==> config.mk <==
export PLATFORM = sky130hd
export DESIGN_NAME = uart_tx_sched
export DESIGN_NICKNAME = d
export VERILOG_FILES = /design/src/rtl/uart_tx_sched.sv
export SDC_FILE = /design/constraint.sdc
export NUM_CORES = 1
export LEC_CHECK = 0
export CAP_MARGIN = 10
export CORE_MARGIN = 2
export CORE_UTILIZATION = 30
export CTS_BUF_LIST = sky130_fd_sc_hd__clkbuf_4 sky130_fd_sc_hd__clkbuf_8
export CTS_CLUSTER_DIAMETER = 120
export DETAILED_ROUTE_END_ITERATION = 12
export SLEW_MARGIN = 20
export SYNTH_ARGS = -nofsm -noshare
export SYNTH_HDL_FRONTEND = slang
export SYNTH_SLANG_ARGS = --single-unit
==> constraint.sdc <==
create_clock -name clk -period 8.2 [get_ports clk]
set_input_delay 0.82 -clock clk [delete_from_list [all_inputs] [get_ports clk]]
set_output_delay 0.82 -clock clk [all_outputs]
set_load 0.1 [all_outputs]
==> src/rtl/uart_tx_sched.sv <==
// Round-robin scheduler sharing one toggle-handshake uart_tx among N clients,
// with an optional completion timeout reported as sticky per-client errors.
module uart_tx_sched #(
    parameter int unsigned N  = 4,
    parameter int unsigned IW = 2
) (
    input  logic           clk,
    input  logic           rstn,
    input  logic           enable,
    input  logic [N-1:0]   cli_req,
    input  logic [8*N-1:0] cli_data,
    output logic [N-1:0]   cli_ack,
    output logic           tx_req,
    output logic [7:0]     tx_data,
    input  logic           tx_ack,
    input  logic [31:0]    timeout,
    output logic [N-1:0]   err,
    input  logic [N-1:0]   err_clr,
    output logic [IW-1:0]  grant,
    output logic           busy,
    output logic [1:0]     cst
);

    localparam logic [1:0] IDLE  = 2'b00;
    localparam logic [1:0] ISSUE = 2'b01;
    localparam logic [1:0] WAIT  = 2'b11;
    localparam logic [1:0] DONE  = 2'b10;

    logic [1:0]    state_q, state_d;
    logic [N-1:0]  req_s1_q, req_s2_q;
    logic          ack_s1_q, ack_s2_q;
    logic [N-1:0]  cli_ack_q, cli_ack_d;
    logic          tx_req_q, tx_req_d;
    logic [7:0]    tx_data_q, tx_data_d;
    logic [N-1:0]  err_q, err_d;
    logic [IW-1:0] grant_q, grant_d;
    logic [IW-1:0] ptr_q, ptr_d;
    logic [31:0]   timer_q, timer_d;

    logic [N-1:0]  pending;
    logic          downstream_idle;
    logic          pick_vld;
    logic [IW-1:0] pick;
    logic [7:0]    pick_byte;
    int unsigned   cand;

    assign pending         = req_s2_q ^ cli_ack_q;
    assign downstream_idle = (ack_s2_q == tx_req_q);

    // First pending client found scanning ptr, ptr+1, ... modulo N.
    always_comb begin
        pick_vld = 1'b0;
        pick     = '0;
        cand     = 0;
        for (int unsigned k = 0; k < N; k++) begin
            cand = (32'(ptr_q) + k) % N;
            for (int unsigned j = 0; j < N; j++) begin
                if (!pick_vld && j == cand && pending[j]) begin
                    pick_vld = 1'b1;
                    pick     = IW'(j);
                end
            end
        end
    end

    always_comb begin
        pick_byte = '0;
        for (int unsigned k = 0; k < N; k++) begin
            if (32'(pick) == k) pick_byte = cli_data[8*k +: 8];
        end
    end

    always_comb begin
        state_d   = state_q;
        cli_ack_d = cli_ack_q;
        tx_req_d  = tx_req_q;
        tx_data_d = tx_data_q;
        err_d     = err_q & ~err_clr;
        grant_d   = grant_q;
        ptr_d     = ptr_q;
        timer_d   = timer_q;
        unique case (state_q)
            IDLE: begin
                if (pick_vld && downstream_idle) begin
                    grant_d   = pick;
                    tx_data_d = pick_byte;
                    state_d   = ISSUE;
                end
            end
            ISSUE: begin
                tx_req_d = ~tx_req_q;
                timer_d  = '0;
                state_d  = WAIT;
            end
            WAIT: begin
                if (ack_s2_q == tx_req_q) begin
                    state_d = DONE;
                end else if (timeout != '0 && timer_q == timeout - 32'd1) begin
                    // OR after the clear so a same-cycle set wins
                    err_d   = err_d | (N'(1) << grant_q);
                    state_d = DONE;
                end else if (timer_q != '1) begin
                    timer_d = timer_q + 32'd1;
                end
            end
            DONE: begin
                cli_ack_d = cli_ack_q ^ (N'(1) << grant_q);
                ptr_d     = IW'((32'(grant_q) + 32'd1) % N);
                state_d   = IDLE;
            end
            default: state_d = IDLE;
        endcase
    end

    always_ff @(posedge clk or negedge rstn) begin
        if (!rstn) begin
            state_q   <= IDLE;
            req_s1_q  <= '0;
            req_s2_q  <= '0;
            ack_s1_q  <= 1'b0;
            ack_s2_q  <= 1'b0;
            cli_ack_q <= '0;
            tx_req_q  <= 1'b0;
            tx_data_q <= '0;
            err_q     <= '0;
            grant_q   <= '0;
            ptr_q     <= '0;
            timer_q   <= '0;
        end else if (enable) begin
            state_q   <= state_d;
            req_s1_q  <= cli_req;
            req_s2_q  <= req_s1_q;
            ack_s1_q  <= tx_ack;
            ack_s2_q  <= ack_s1_q;
            cli_ack_q <= cli_ack_d;
            tx_req_q  <= tx_req_d;
            tx_data_q <= tx_data_d;
            err_q     <= err_d;
            grant_q   <= grant_d;
            ptr_q     <= ptr_d;
            timer_q   <= timer_d;
        end
    end

    assign cli_ack = cli_ack_q;
    assign tx_req  = tx_req_q;
    assign tx_data = tx_data_q;
    assign err     = err_q;
    assign grant   = grant_q;
    assign busy    = (state_q != IDLE);
    assign cst     = state_q;

endmodule
==> out/results.txt <==
Setup Skew: 11.8 ps
Core Util, Final: 0.385
Initial drt markers: 196
Placement row count: 47
Total wire length: 14100 µm
Chip height: 134 µm
Area Growth Syn to Fin: 26.1%
P per Cell Area: 261 nW/µm²
Final worst hold slack: 509 ps
Vias in the first global route: 4825
# IOs: 98
CTS-repair resized insts: 0
WHS Endpoint: ack_s1_q$_DFFE_PN0P_
R2R Setup Slk: 4850 ps
Post-DP HPWL: 10600 µm
GPL Wtd Cong: 0.865
IO Port Bufs: 97
Worst hold start: ack_s1_q$_DFFE_PN0P_
Actual slew at the worst max-slew pin: 1010 ps
Drt via density: 5.50
Final setup vio count: 0
Arr. time, crit path: 4650 ps
Pint: 831 µW
Number of setup buffers added after CTS: 0
Placed Instances: 846
Clock sinks: 65
Max-capacitance violation count: 0
Commonest non-fill, non-tap cell in the layout: clkdlybuf4s50_1
Clock power share: 0.184
Clk buf depth: 2
Post-layout min period: 4440 ps
Crit Path Category: input pin to register
Final-stage net count: 720
Worst EP required: 8410 ps
Pin count of the biggest net entering global routing: 66
Max-slew violations: 0
DRT Pass-1 Iters: 4
Post-DRT Antenna Nets: 0
Clock Latency Late Sink: 340 ps
Relative slew slack: 0.325
Asr flop ratio synth: 1.00
Core box area: 16500 µm²
Max FO, Critical Path: 63
Commonest cells after routing, fill and taps aside: 96 x clkdlybuf4s50_1, 65 x dfrtp_1, 46 x nand2_1
Leakage: 2.29 nW
Sw frac: 0.499
Syn Area/Cell: 9.09 µm²
Setup TNS: 0 ps
Seq/Total Area, Yosys: 0.322
Number of flops mapped to enable cells by yosys: 0
Synth warnings: 0
Chip width: 134 µm
Reg2reg path depth: 9
Final hold violation count: 0
Clk slew on worst S/H paths: 70 ps
Finished Layout Cells: 862
DR DRC count: 0
Syn Nets: 637
H-tree Lvls: 3
TritonCTS Buffers: 9
Total grt overflow: 0
Worst vdd ir: 0.268 mV
Initial antenna violation count: 0
Worst r2r src: timer_q[6]$_DFFE_PN0P_
CTS tree: yes
CP Launch Point: timeout[0]
N_diodes: 0
Combinational fraction of design power: 0.544
Reg2reg end: timer_q[10]$_DFFE_PN0P_
Max frequency: 225 MHz
Main synth FF type: dfrtp_1
Number of buffers inserted by hold repair at cts: 0
Fraction of layout cells with a size suffix above 1: 0.150
Worst Hold Depth: 1
Critical Path Start Type: input pin
GRT Total Usage: 0.161
Synth Register Bits: 65
Cells after Synth: 555
Syn Std Cell Area: 5050 µm²
Status: completed
Ratio of final minimum period to clock period: 0.542
Net Sw Power: 827 µW
Seq pwr share: 0.272
RSZ-0062 raised after global routing: false
CP endpoint kind: register
Post-synth cell types: 81
Routed WL per cell: 16.4 µm
Die area: 17900 µm²
HP Class: register to register
First-pass GRT wire length: 23400 µm
Clk root buf: clkbuf_8
Initial core utilization: 0.305
Total number of vias: 4744
[stage by stage]
step / total power, mW / instance area [µm²] / setup slack (ps)
floorplan: 1.11 / 5050 / 4560
global placement: 1.34 / 6120 / 3460
detailed placement: 1.35 / 6120 / 3380
CTS: 1.67 / 6340 / 3750
global route: 1.77 / 6360 / 3460
finish: 1.66 / 6360 / 3760
[how the worst max path moves through the flow]
stage,endpoint,slack (ps)
6_report,timer_q[29]$_DFFE_PN0P_,3760
4_1_cts,timer_q[3]$_DFFE_PN0P_,3750
3_5_place_dp,timer_q[5]$_DFFE_PN0P_,3380
5_1_grt,timer_q[19]$_DFFE_PN0P_,3460
3_3_place_gp,timer_q[8]$_DFFE_PN0P_,3460
2_1_floorplan,timer_q[1]$_DFFE_PN0P_,4560
[synthesized netlist by cell type, drive strengths merged (4+ instances only)]
| cell | n | area (µm²) |
|---|---|---|
| nand2 | 46 | 173 |
| a31oi | 4 | 31.3 |
| dfrtp | 65 | 1630 |
| or2 | 4 | 25.0 |
| xor2 | 17 | 149 |
| and4 | 7 | 61.3 |
| nor2 | 36 | 135 |
| inv | 8 | 30.0 |
| nor3 | 15 | 85.1 |
| ha | 6 | 75.1 |
| mux2i | 4 | 40.0 |
| and2 | 5 | 31.3 |
| nand4 | 9 | 68.8 |
| o211ai | 5 | 37.5 |
| mux2 | 13 | 146 |
| nand3 | 25 | 125 |
| buf | 13 | 120 |
| a22o | 4 | 35.0 |
| a21oi | 61 | 410 |
| and3 | 12 | 76.3 |
| o21ai | 20 | 100 |
| o31ai | 33 | 248 |
| xnor2 | 36 | 315 |
| nor4 | 10 | 105 |
| clkbuf | 15 | 81.3 |
| or4 | 33 | 264 |
[flip-flops by register name, indices dropped and copies added (netlist names)]
signal and cells:
timer_q 32, tx_data 8, cli_ack 4, err 4, req_s1_q 4, req_s2_q 4, cst 2, grant 2
ptr_q 2, ack_s1_q 1, ack_s2_q 1, tx_req 1
[critical path, cell delays in order]
cell and delay, ps:
clkdlybuf4s50_1 530, inv_1 100, ha_1 330, or4b_1 680
nor4_1 310, xnor2_1 160, nand4_1 160, a2111oi_2 280
nand4_2 190, nor4b_4 280, buf_4 510, or4_2 240
a21oi_2 50
[layer usage]
layer,global-route usage,share of wire,vias up
li1,-,-,2281
met1,0.208,0.45,2282
met2,0.254,0.46,157
met3,0.0407,0.065,24
met4,0.0680,0.023,0
met5,0,0,-
[cell families (layout without fill, tap and decap cells)]
logic type,after synthesis,in the layout,share of synthesized area
xor gates and xnor gates,53,53,0.0920
DFF,65,65,0.322
and+or+nand+nor,223,223,0.267
buffers and inverters,38,125,0.0498
adders and majority gates,6,6,0.0149
muxes,17,17,0.0369
AOI/OAI and AO/OA,153,153,0.217
[power groups by stage]
stage | clock [mW] | sequential (mW) | combinational (mW)
final | 0.305 | 0.452 | 0.902
after global routing | 0.334 | 0.463 | 0.969
after CTS | 0.316 | 0.452 | 0.898
after detailed placement | 0 | 0.457 | 0.893
after global placement | 0 | 0.454 | 0.881
after floorplan | 0 | 0.730 | 0.376
[area by class of cell]
cell class	instances	area, µm²
fill	1636	10200
inverter	8	30.0
sequential	65	1630
timing repair buffer	102	1020
clock buffer	12	153
multi-input combinational	452	3190
tap	220	275
clock inverter	3	65.1
(Power assumes the default switching activity.)
==> variant 1, RTL diff (same settings) <==
The parameter `N` goes from 4 to 5.
--- a/src/rtl/uart_tx_sched.sv
+++ b/src/rtl/uart_tx_sched.sv
@@ -1,7 +1,7 @@
 // Round-robin scheduler sharing one toggle-handshake uart_tx among N clients,
 // with an optional completion timeout reported as sticky per-client errors.
 module uart_tx_sched #(
-    parameter int unsigned N  = 4,
+    parameter int unsigned N  = 5,
     parameter int unsigned IW = 2
 ) (
     input  logic           clk,
Interface: changed (5 resized); port bits go from 98 to 110. The function was not compared with the original's and may differ.
==> variant 1 against the unedited design <==
  * Routed wire length is 2.3% lower
  * Via count rose by 1.9%
  * Critical path depth unchanged
  * Area after synthesis decreased by 0.30%
  * Design area up 1.6%
  * Sequential cell count grew 3
  * Largest cell class unchanged
  * Worst hold slack worse by 25 ps
  * Worst setup slack got worse by 870 ps
  * Synthesized cell count grew 5.8%
  * Sequential share of layout area up 0.77 points
  * Combinational power increased by 6.5%
  * Total power grew 3.1%
==> variant 1: results (changes against the unedited design) <==
| Metric | Value |
|---|---|
| Status | finished clean (unchanged) |
| Via density | 5.347 (was 5.503) |
| Hold_sp | tx_data[4] (was ack_s1_q) |
| Multiplexer share of the synthesized area | 8.503% (was 3.694%) |
| Reg2reg end | timer_q[14] (was timer_q[10]) |
| Slew margin rel. | 32.45% (was 32.47%) |
| Peak VDD IR | 0.0002328 V (was 0.0002685 V) |
| R2R Setup Slk | 4390 ps (was 4850 ps) |
| Met1 Use GR | 20.54% (was 20.84%) |
| Largest net degree at the start of global routing | 69 (was 66) |
| Mapped Nets | 687 (was 637) |
| Synth Area in Compound Gates | 15.81% (was 21.72%) |
| M2 GR Usage | 26.17% (was 25.41%) |
| Worst R2R Path Depth | 10 (was 9) |
| Hold Path Stages | 2 (was 1) |
| First-pass GRT wire length | 23.18 mm (was 23.39 mm) |
| Synth top area cells | dfrtp_1 34%, mux2_2 4.9%, o21ai_0 4.7%, xnor2_1 4.4%, xor2_1 4.4% (was dfrtp_1 32%, xnor2_1 6.2%, o31ai_1 4.9%, a21oi_2 4.9%, nand2_1 3.4%) |
| Nets | 779 (was 720) |
| Detailed Route Iter0 Violations | 221 (was 196) |
| Worst Hold Path EP | tx_data[4] (was ack_s1_q) |
| Layout cells sized above 1 | 8.041% (was 14.95%) |
| N_diodes | 0 (unchanged) |
| Number of global-route vias before repair | 4832 (was 4825) |
| CP Data Arrival Time | 5590 ps (was 4650 ps) |
| Clk_lat worst skew | 360 ps (was 340 ps) |
| DRT Pass-1 Iters | 5 (was 4) |
| Worst Skew | 16.48 ps (was 11.81 ps) |
| Post-synth top cells | 68 x dfrtp_1, 56 x nand2_1, 47 x o21ai_0 (was 65 x dfrtp_1, 46 x nand2_1, 36 x nor2_1, 36 x xnor2_1) |
| RD Place Congestion | 0.8510 (was 0.8654) |
| Register area share after synthesis | 33.81% (was 32.23%) |
| Met3 Resource Use GR | 3.577% (was 4.072%) |
| HPWL after detailed placement | 10.42 mm (was 10.64 mm) |
| Highest-delay cell along the critical path | nor4b_1 (was or4b_1) |
| Max-slew violations | 0 (unchanged) |
| Pleak | 2.514 nW (was 2.290 nW) |
| Synth Area in XOR/XNOR | 8.702% (was 9.197%) |
| PortBufs | 100 (was 97) |
| Layout fillers | 1665 (was 1636) |
| Maximum fanout along the worst path | 52 (was 63) |
| GRT Total Usage | 15.85% (was 16.07%) |
| RR Startpoint | timer_q[8] (was timer_q[6]) |
| Biggest cell delay along the critical path | 840 ps (was 680 ps) |
| Adder-cell share of the synthesized area | 3.481% (was 1.487%) |
| Routed wire length | 13.80 mm (was 14.13 mm) |
variant 1: per-stage QoR:
step	setup WS [ps]	instance area (um2)	std cells	utilization (%)	hold WS, ps
6_report	2890	6464	904	39.26	484.0
3_5_place_dp	2565	6247	888	37.94	471.6
4_1_cts	2936	6457	904	39.22	489.7
3_3_place_gp	2673	6247	888	37.94	462.5
5_1_grt	2555	6464	904	39.26	517.6
2_1_floorplan	4301	5032	587	-	475.0
variant 1: worst max path at each step:
stage                           from  cells past startpoint          end  slack (ps)
after floorplan           timeout[1]                     12  timer_q[24]        4300
after global routing      timeout[0]                     13  timer_q[14]        2560
final                     timeout[0]                     13  timer_q[14]        2890
after detailed placement  timeout[0]                     13  timer_q[14]        2570
after global placement    timeout[0]                     13  timer_q[27]        2670
after CTS                 timeout[0]                     13  timer_q[14]        2940
variant 1: layer usage:
metal	vias to the layer above	wire, um
li1	2349	-
met1	2321	6369
met2	143	6404
met3	21	771
met4	0	255
met5	-	0
variant 1: cell families (layout without fill, tap and decap cells):
family	Yosys count	after routing
adders and majority gates	14	14
other	1	1
buffers and inverters	39	136
muxes	40	40
xor gates and xnor gates	50	50
and+or+nand+nor	241	241
AOI/OAI and AO/OA	134	134
DFF	68	68
variant 1: final cells by class:
| type | instances | area share [%] |
|---|---|---|
| Clock buffer | 11 | 2.342 |
| Clock inverter | 5 | 0.9098 |
| Inverter | 14 | 0.8130 |
| Multi-Input combinational cell | 480 | 49.25 |
| Sequential cell | 68 | 26.33 |
| Tap cell | 220 | 4.259 |
| Timing Repair Buffer | 106 | 16.11 |
variant 1: worst min-delay path, delay by kind of cell, from the launching register on:
kind            cells  cell delay, ps
compound gates      1              60
flops               1             350
simple gates        1              50
variant 1: power breakdown:
group | internal [mW] | switching [mW]
Sequential | 0.389 | 0.0647
Clock | 0.158 | 0.138
Combinational | 0.349 | 0.612
Total | 0.895 | 0.815
==> variant 2, RTL diff (config.mk and constraints unchanged) <==
Made on the original files. Make the reset (`rstn`) synchronous in one clocked block.
--- a/src/rtl/uart_tx_sched.sv
+++ b/src/rtl/uart_tx_sched.sv
@@ -112,7 +112,7 @@
         endcase
     end
 
-    always_ff @(posedge clk or negedge rstn) begin
+    always_ff @(posedge clk) begin
         if (!rstn) begin
             state_q   <= IDLE;
             req_s1_q  <= '0;
Formal check against the unedited RTL: differs if rstn is asserted again (counterexample within 4 cycles, from zero or initial values and one cycle with rstn low); with rstn held inactive, the same outputs for 4 cycles.
==> variant 2 against the unedited design <==
  * Core utilization increased by 0.73 points
  * Design area shrank 6.6%
  * Area after synthesis fell by 8.2%
  * Clock skew is 5.5 ps lower
  * Critical path depth shrank 1
  * Worst setup slack lost 360 ps
  * Critical path type unchanged
  * Routed wire length is 0.76% lower
  * Sequential cell count is the same
  * Die area shrank 7.9%
Power is not compared: it rests on default switching activity, and its combinational part moved more than twofold at a synthesized area within 25%.
==> variant 2: results (changes against the unedited design) <==
| Metric | Value |
|---|---|
| RR Startpoint | timer_q[8] (was timer_q[6]) |
| PortBufs | 97 (unchanged) |
| H-tree depth | 3 (unchanged) |
| Synth top area cells | dfxtp_1 28%, xnor2_1 6.0%, mux2i_1 5.8%, nand2_1 4.6%, a21oi_1 3.8% (was dfrtp_1 32%, xnor2_1 6.2%, o31ai_1 4.9%, a21oi_2 4.9%, nand2_1 3.4%) |
| Post-CTS setup buffer count | 0 (unchanged) |
| Routed wire length | 14.02 mm (was 14.13 mm) |
| Syn Inst Count | 591 (was 555) |
| Layout fillers | 1529 (was 1636) |
| Critical Path End | timer_q[18] (was timer_q[29]) |
| Number of cells after detailed placement | 851 (was 846) |
| Hold_sp | timer_q[12] (was ack_s1_q) |
| Post-Layout Cell Count | 867 (was 862) |
| Final Cell Area | 5943 um2 (was 6364 um2) |
| Number of global-route vias before repair | 4551 (was 4825) |
| GRT Total Usage | 17.09% (was 16.07%) |
| HPWL after detailed placement | 10.43 mm (was 10.64 mm) |
| Layout cells sized above 1 | 5.744% (was 14.95%) |
| Top FF cell, synth | dfxtp_1 (was dfrtp_1) |
| Mapped Nets | 673 (was 637) |
| RD Place Congestion | 0.8710 (was 0.8654) |
| Metal3 WL | 1.015 mm (was 923 um) |
| M1 WL | 6.666 mm (was 6.341 mm) |
| Worst Hold Path EP | timer_q[12] (was ack_s1_q) |
| Placed inst area | 5738 um2 (was 6118 um2) |
| Worst Skew | 6.357 ps (was 11.81 ps) |
| Largest net degree at the start of global routing | 40 (was 66) |
| First-pass GRT wire length | 22.73 mm (was 23.39 mm) |
| Hold_ws | 514.3 ps (was 509.0 ps) |
| Yosys cell types | 64 (was 81) |
| Met1 Use GR | 22.84% (was 20.84%) |
| WL met2 | 6.172 mm (was 6.543 mm) |
| Maximum fanout along the worst path | 23 (was 63) |
| M2 GR Usage | 27.22% (was 25.41%) |
| CP Data Arrival Time | 5080 ps (was 4650 ps) |
| Slew margin rel. | 31.58% (was 32.47%) |
| Nets | 756 (was 720) |
| R2R Setup Slk | 4930 ps (was 4850 ps) |
| Met3 Resource Use GR | 4.508% (was 4.072%) |
| Hold Path Stages | 2 (was 1) |
| Detailed Route Iter0 Violations | 251 (was 196) |
| Post-synth top cells | 65 x dfxtp_1, 57 x nand2_1, 35 x a21oi_1 (was 65 x dfrtp_1, 46 x nand2_1, 36 x nor2_1, 36 x xnor2_1) |
| Root Buffer | clkbuf_8 (unchanged) |
| Register area share after synthesis | 28.08% (was 32.23%) |
| Status | finished clean (unchanged) |
| Min Tclk post-route | 4802 ps (was 4443 ps) |
| Post-Place Worst Slack | 3112 ps (was 3376 ps) |
| Via density | 5.466 (was 5.503) |
| Ys async rst share | 0% (was 100.0%) |
| DRT Pass-1 Iters | 5 (was 4) |
variant 2: changes by cell type after synthesis, sizes merged, moves of 11 or more:
cell and change:
nand4 +17, mux2 -12, nand2 +11, dfrtp -65
a21oi -24, o21ai +18, nor2b +15, dfxtp +65
mux2i +23, or4 -22, or3 +11, o31ai -30
variant 2: layout make-up:
class	instances	area share [%]
sequential	65	21.89
timing repair buffer	102	16.97
inverter	18	1.137
clock inverter	7	1.326
clock buffer	9	2.084
multi-input combinational	478	52.63
tap	188	3.958
variant 2: logic make-up after synthesis:
| logic type | after synthesis | synth area share (%) |
|---|---|---|
| AND/OR/NAND/NOR | 253 | 30.21 |
| flip-flops | 65 | 28.08 |
| buffers and inverters | 48 | 4.481 |
| multiplexers | 28 | 6.075 |
| AO/OA/AOI/OAI | 139 | 19.41 |
| adder cells (fa/ha/maj) | 6 | 1.620 |
| XOR/XNOR | 52 | 10.12 |
